===== src/rtl/uart_transmitter.sv =====
// 8N1 UART transmitter with a small input FIFO; frames stream back-to-back while data is queued.
// Define UART_TX_PARITY_EN to add an even-parity bit after bit 7 (11-bit frames).
module uart_transmitter #(
    parameter int CLKS_PER_BIT = 434,
    parameter int FIFO_DEPTH   = 4
) (
    input  logic                        clk,
    input  logic                        rst,
    input  logic [7:0]                  tx_data,
    input  logic                        tx_valid,
    output logic                        tx_ready,
    output logic                        tx,
    output logic                        busy,
    output logic [$clog2(FIFO_DEPTH):0] fifo_count
);
    localparam int PW   = $clog2(FIFO_DEPTH);
    localparam int CW   = PW + 1;
    localparam int BC_W = $clog2(CLKS_PER_BIT);
    localparam logic [BC_W-1:0] BC_LAST = BC_W'(CLKS_PER_BIT - 1);
    localparam logic [CW-1:0]   FULL    = CW'(FIFO_DEPTH);

    typedef enum logic [2:0] {
        S_IDLE,
        S_START,
        S_DATA,
        S_STOP
`ifdef UART_TX_PARITY_EN
        , S_PARITY
`endif
    } state_t;

    state_t          state_q, state_d;
    logic [BC_W-1:0] bc_q, bc_d;
    logic [2:0]      bi_q, bi_d;
    logic [7:0]      sh_q, sh_d;
    logic            tx_q, tx_d;
    logic [PW-1:0]   wr_ptr_q, wr_ptr_d, rd_ptr_q, rd_ptr_d;
    logic [CW-1:0]   count_q, count_d;
    logic [7:0]      mem_q [FIFO_DEPTH];
    logic            push, pop, bit_end;

    assign tx_ready   = (count_q != FULL);
    assign push       = tx_valid && tx_ready;
    assign bit_end    = (bc_q == BC_LAST);
    assign tx         = tx_q;
    assign busy       = (state_q != S_IDLE) || (count_q != '0);
    assign fifo_count = count_q;

    // tx_d depends only on registered state, so the line flop sees no input-driven path.
    always_comb begin
        state_d = state_q;
        bc_d    = bit_end ? '0 : bc_q + 1'b1;
        bi_d    = bi_q;
        tx_d    = 1'b1;
        pop     = 1'b0;
        case (state_q)
            S_IDLE: begin
                bc_d = '0;
                if (count_q != '0) begin
                    pop     = 1'b1;
                    state_d = S_START;
                end
            end
            S_START: begin
                tx_d = 1'b0;
                if (bit_end) begin
                    state_d = S_DATA;
                    bi_d    = '0;
                end
            end
            S_DATA: begin
                tx_d = sh_q[bi_q];
                if (bit_end) begin
                    if (bi_q == 3'd7) begin
`ifdef UART_TX_PARITY_EN
                        state_d = S_PARITY;
`else
                        state_d = S_STOP;
`endif
                    end else begin
                        bi_d = bi_q + 1'b1;
                    end
                end
            end
`ifdef UART_TX_PARITY_EN
            S_PARITY: begin
                tx_d = ^sh_q;
                if (bit_end) state_d = S_STOP;
            end
`endif
            S_STOP: begin
                if (bit_end) begin
                    if (count_q != '0) begin
                        pop     = 1'b1;
                        state_d = S_START;
                    end else begin
                        state_d = S_IDLE;
                    end
                end
            end
            default: begin
                state_d = S_IDLE;
                bc_d    = '0;
            end
        endcase
        if (pop) bc_d = '0;
        sh_d = pop ? mem_q[rd_ptr_q] : sh_q;
    end

    always_comb begin
        wr_ptr_d = push ? wr_ptr_q + 1'b1 : wr_ptr_q;
        rd_ptr_d = pop  ? rd_ptr_q + 1'b1 : rd_ptr_q;
        count_d  = count_q;
        case ({push, pop})
            2'b10:   count_d = count_q + 1'b1;
            2'b01:   count_d = count_q - 1'b1;
            default: count_d = count_q;
        endcase
    end

    always_ff @(posedge clk) begin
        if (rst) begin
            state_q  <= S_IDLE;
            bc_q     <= '0;
            bi_q     <= '0;
            sh_q     <= '0;
            tx_q     <= 1'b1;
            wr_ptr_q <= '0;
            rd_ptr_q <= '0;
            count_q  <= '0;
        end else begin
            state_q  <= state_d;
            bc_q     <= bc_d;
            bi_q     <= bi_d;
            sh_q     <= sh_d;
            tx_q     <= tx_d;
            wr_ptr_q <= wr_ptr_d;
            rd_ptr_q <= rd_ptr_d;
            count_q  <= count_d;
        end
    end

    // Storage needs no reset: the cleared pointers make stale entries unreachable.
    always_ff @(posedge clk) begin
        if (push) mem_q[wr_ptr_q] <= tx_data;
    end
endmodule


===== config.mk =====
export PLATFORM = sky130hd
export DESIGN_NAME = uart_transmitter
export DESIGN_NICKNAME = d
export VERILOG_FILES = /design/src/rtl/uart_transmitter.sv
export SDC_FILE = /design/constraint.sdc
export NUM_CORES = 1
export LEC_CHECK = 0
export BUFFER_PORTS_ARGS = -buffer_cell sky130_fd_sc_hd__buf_2
export CORE_MARGIN = 5
export CORE_UTILIZATION = 30
export CTS_CLUSTER_SIZE = 28
export DETAILED_ROUTE_END_ITERATION = 6
export SYNTH_ARGS = -nofsm -noshare
export SYNTH_HDL_FRONTEND = slang
export SYNTH_SLANG_ARGS = --single-unit

===== constraint.sdc =====
create_clock -name clk -period 2.78 [get_ports clk]
set_input_delay 0.278 -clock clk [delete_from_list [all_inputs] [get_ports clk]]
set_output_delay 0.278 -clock clk [all_outputs]
set_load 0.05 [all_outputs]

==> results.cfg <==
[drt]
postRouteAntennaNets = 0
drt-total-wl_um = 4870
drc = 0
routed_via_density = 4.764
drt-initial-drc-count = 118
detail_route.first_pass.iterations = 4
wl_per_cell_um = 13.84
num_vias = 1677

[flow_run]
max-cap-violations = 0

[cts]
post-cts-setup-buffers = 0
worstSkewPairLatency_ns = 0.34
cts.sink_count = 62
cts_tree = done
clk_transition_reported_paths_ns = 0.08
cts_root_buf = clkbuf_8
numCtsBuffers = 9
ctsHoldBuffers = 0
clockBufferDepth = 2
htreeDepth = 3
ctsResizeCount = 0

[finish]
final_core_util_pct = 35.88
synthToLayoutAreaGrowth_pct = 15.49
layout.nets = 265
antennaDiodeCount = 0
instances_no_fill = 352
drive_gt1_share_pct = 20.90

[global_route]
grt_use_total_pct = 9.498
grt_pass1_wl_um = 8404
grt_max_degree = 21
antenna_found_initial = 0
gr-total-overflow = 0
grt_pass1_vias = 1685

[die]
pin_count = 17
die_h_um = 105.3
core-area_um2 = 8763
initial_utilization_pct = 31.07
rows = 34
fp.dieArea_um2 = 11080
die_width_um = 105.3

[synth]
yosys.area.top_type = edfxtp_1
syn_area_um2 = 2723
syn-mean-instance-area_um2 = 12.55
ys_top_cells_by_count = edfxtp_1 (32), dfxtp_1 (30), nor2_1 (19), a21oi_1 (14), ha_1 (14)
synth_seq_cells = 62
synthArstFlopShare_pct = 0
ys_warn_count = 0
yosysMostFrequentCell = edfxtp_1
syn_inst = 217
syn_nets = 243
ys_types = 37
seq_area_frac_synth_pct = 57.35
synth_enable_flop_cells = 32
ys.flop_type = edfxtp_1
yosysTopAreaCellShare_pct = 35.29
netlist_top_cells_area = edfxtp_1 (35%), dfxtp_1 (22%), mux4_2 (8.3%), ha_1 (6.4%), nor2_1 (2.6%)

[power_and_ir_drop]
switching_share_pct = 35.99
internal_power_w = 0.002071
ir_drop_v = 0.0004039
p_clk_share_pct = 27.0
power.switching_w = 0.001165
comb_power_share_pct = 33.9
power.share.sequential_pct = 39.2
power_density_nw_per_um2 = 1029
p_leak_nw = 1.137
power_w = 0.003236

[worst_hold_path]
whs_path_depth = 1
hold_end = mem_q[2][3]$_DFFE_PP_
hp-class = in -> reg
hp-start = tx_data[3]

[setup_path]
cp.arrival_ns = 2.75
reg2reg_depth = 10
regToRegSetupSlack_ns = 0.29
critPathSlowestCell = dfxtp_1
endpoint_kind = flip-flop
critical_path_class = reg -> reg
critPathLaunchType = flip-flop
cp.required_ns = 3.04
worstReg2RegStart = state_q[0]$_SDFFE_PP0P_
cp_slowest_stage_delay_ns = 0.38
path_max_fanout = 4
r2r-end = fifo_count[2]$_SDFFE_PP0P_
path_cells = inv_1 -> ha_1 -> or2_2 -> nor2_1 -> ha_1 -> inv_1 -> fa_1 -> xor2_1 -> or3_1 -> a21oi_1

[timing]
final_hold_viol_count = 0
finalSetupTns_ns = 0
fin_skew_ns = 0.01197
finalCriticalPeriod_ns = 2.486
finalCritPeriodShare_pct = 89.41
worst_pin_slew_ns = 0.6482
drv_slew = 0
fmax_ghz = 0.4023
slew_headroom_pct = 56.73
rsz0062_at_grt = no
setup_viol = 0

[placed_design]
dp.cells = 336
place.gp.congestion = 0.7229
dp_hpwl_um = 3339
port_buffers = 16

[status]
outcome = finished, final reports clean
[per-layer routing]
metal	track usage, %	share of wire [%]	wire length [um]	vias to the layer above
li1	-	-	-	832
met5	0	0	0	-
met4	3.653	1.3	65	0
met3	3.545	3.7	182	8
met1	12.38	48	2341	815
met2	14.34	47	2280	22
[critical path, delay by kind of cell, from the launching register on]
| family | cells | cell delay (ns) |
|---|---|---|
| fa+ha+maj | 3 | 0.87 |
| simple gates | 3 | 0.72 |
| flops | 1 | 0.38 |
| xor+xnor | 1 | 0.16 |
| buf+inv | 2 | 0.15 |
| compound gates | 1 | 0.13 |
[registers in the layout, indices dropped and copies added (netlist names)]
name	count
rd_ptr_q	2
wr_ptr_q	2
mem_q	32
state_q	2
tx	1
bc_q	9
sh_q	8
bi_q	3
fifo_count	3
[worst max path at each step]
stage | from | to | slack, ns
floorplan | fifo_count[0]$_SDFFE_PP0P_ | fifo_count[2]$_SDFFE_PP0P_ | 0.003
global placement | state_q[0]$_SDFFE_PP0P_ | fifo_count[2]$_SDFFE_PP0P_ | 0.35
detailed placement | state_q[0]$_SDFFE_PP0P_ | fifo_count[2]$_SDFFE_PP0P_ | 0.29
CTS | state_q[0]$_SDFFE_PP0P_ | fifo_count[2]$_SDFFE_PP0P_ | 0.28
global route | state_q[0]$_SDFFE_PP0P_ | fifo_count[2]$_SDFFE_PP0P_ | 0.1
finish | state_q[0]$_SDFFE_PP0P_ | fifo_count[2]$_SDFFE_PP0P_ | 0.29
[placed cells by master (no fill, tap or decap), drive strengths merged, types with 3 or more instances in the layout]
master  instances
a21oi          14
and2            4
and3            5
buf            18
clkbuf          9
dfxtp          30
edfxtp         32
ha             14
inv            14
mux2i           3
mux4           10
nand2          11
nand3          12
nor2           19
o21ai          10
xnor2           5
xor2            5
[area by class of cell]
class,count,area [um^2]
Multi-Input combinational cell,135,1082
Timing Repair Buffer,18,95.09
Tap cell,108,135.1
Fill cell,869,5619
Clock inverter,7,96.34
Inverter,13,48.80
Clock buffer,9,123.9
Sequential cell,62,1563
[through the flow]
stage / area, um^2 / setup WS (ns) / hold WS (ns)
final: 3144 / 0.2944 / 0.1472
after global routing: 3144 / 0.09829 / 0.1389
after CTS: 3144 / 0.2773 / 0.1349
after detailed placement: 2924 / 0.2868 / 0.4511
after global placement: 2924 / 0.3478 / 0.4428
after floorplan: 2724 / 0.002895 / 0.3769
[kinds of logic (layout without fill, tap and decap cells)]
kind of cell | count (synthesis) | in the layout | share of synthesized area [%]
AO/OA/AOI/OAI | 31 | 31 | 6.848
AND/OR/NAND/NOR | 65 | 65 | 12.73
multiplexers | 14 | 14 | 9.789
flip-flops | 62 | 62 | 57.35
buffers and inverters | 20 | 47 | 2.895
adder cells (fa/ha/maj) | 15 | 15 | 7.169
XOR/XNOR | 10 | 10 | 3.217
[power by group through the flow]
stage | Clock [W] | Combinational [W] | Sequential, W
3_5_place_dp | 0 | 0.00111 | 0.00129
3_3_place_gp | 0 | 0.00110 | 0.00129
2_1_floorplan | 0 | 0.000822 | 0.00129
4_1_cts | 0.000893 | 0.00111 | 0.00127
6_report | 0.000874 | 0.00110 | 0.00127
5_1_grt | 0.000938 | 0.00123 | 0.00129
Note: power is estimated with default switching activity, not from simulation.
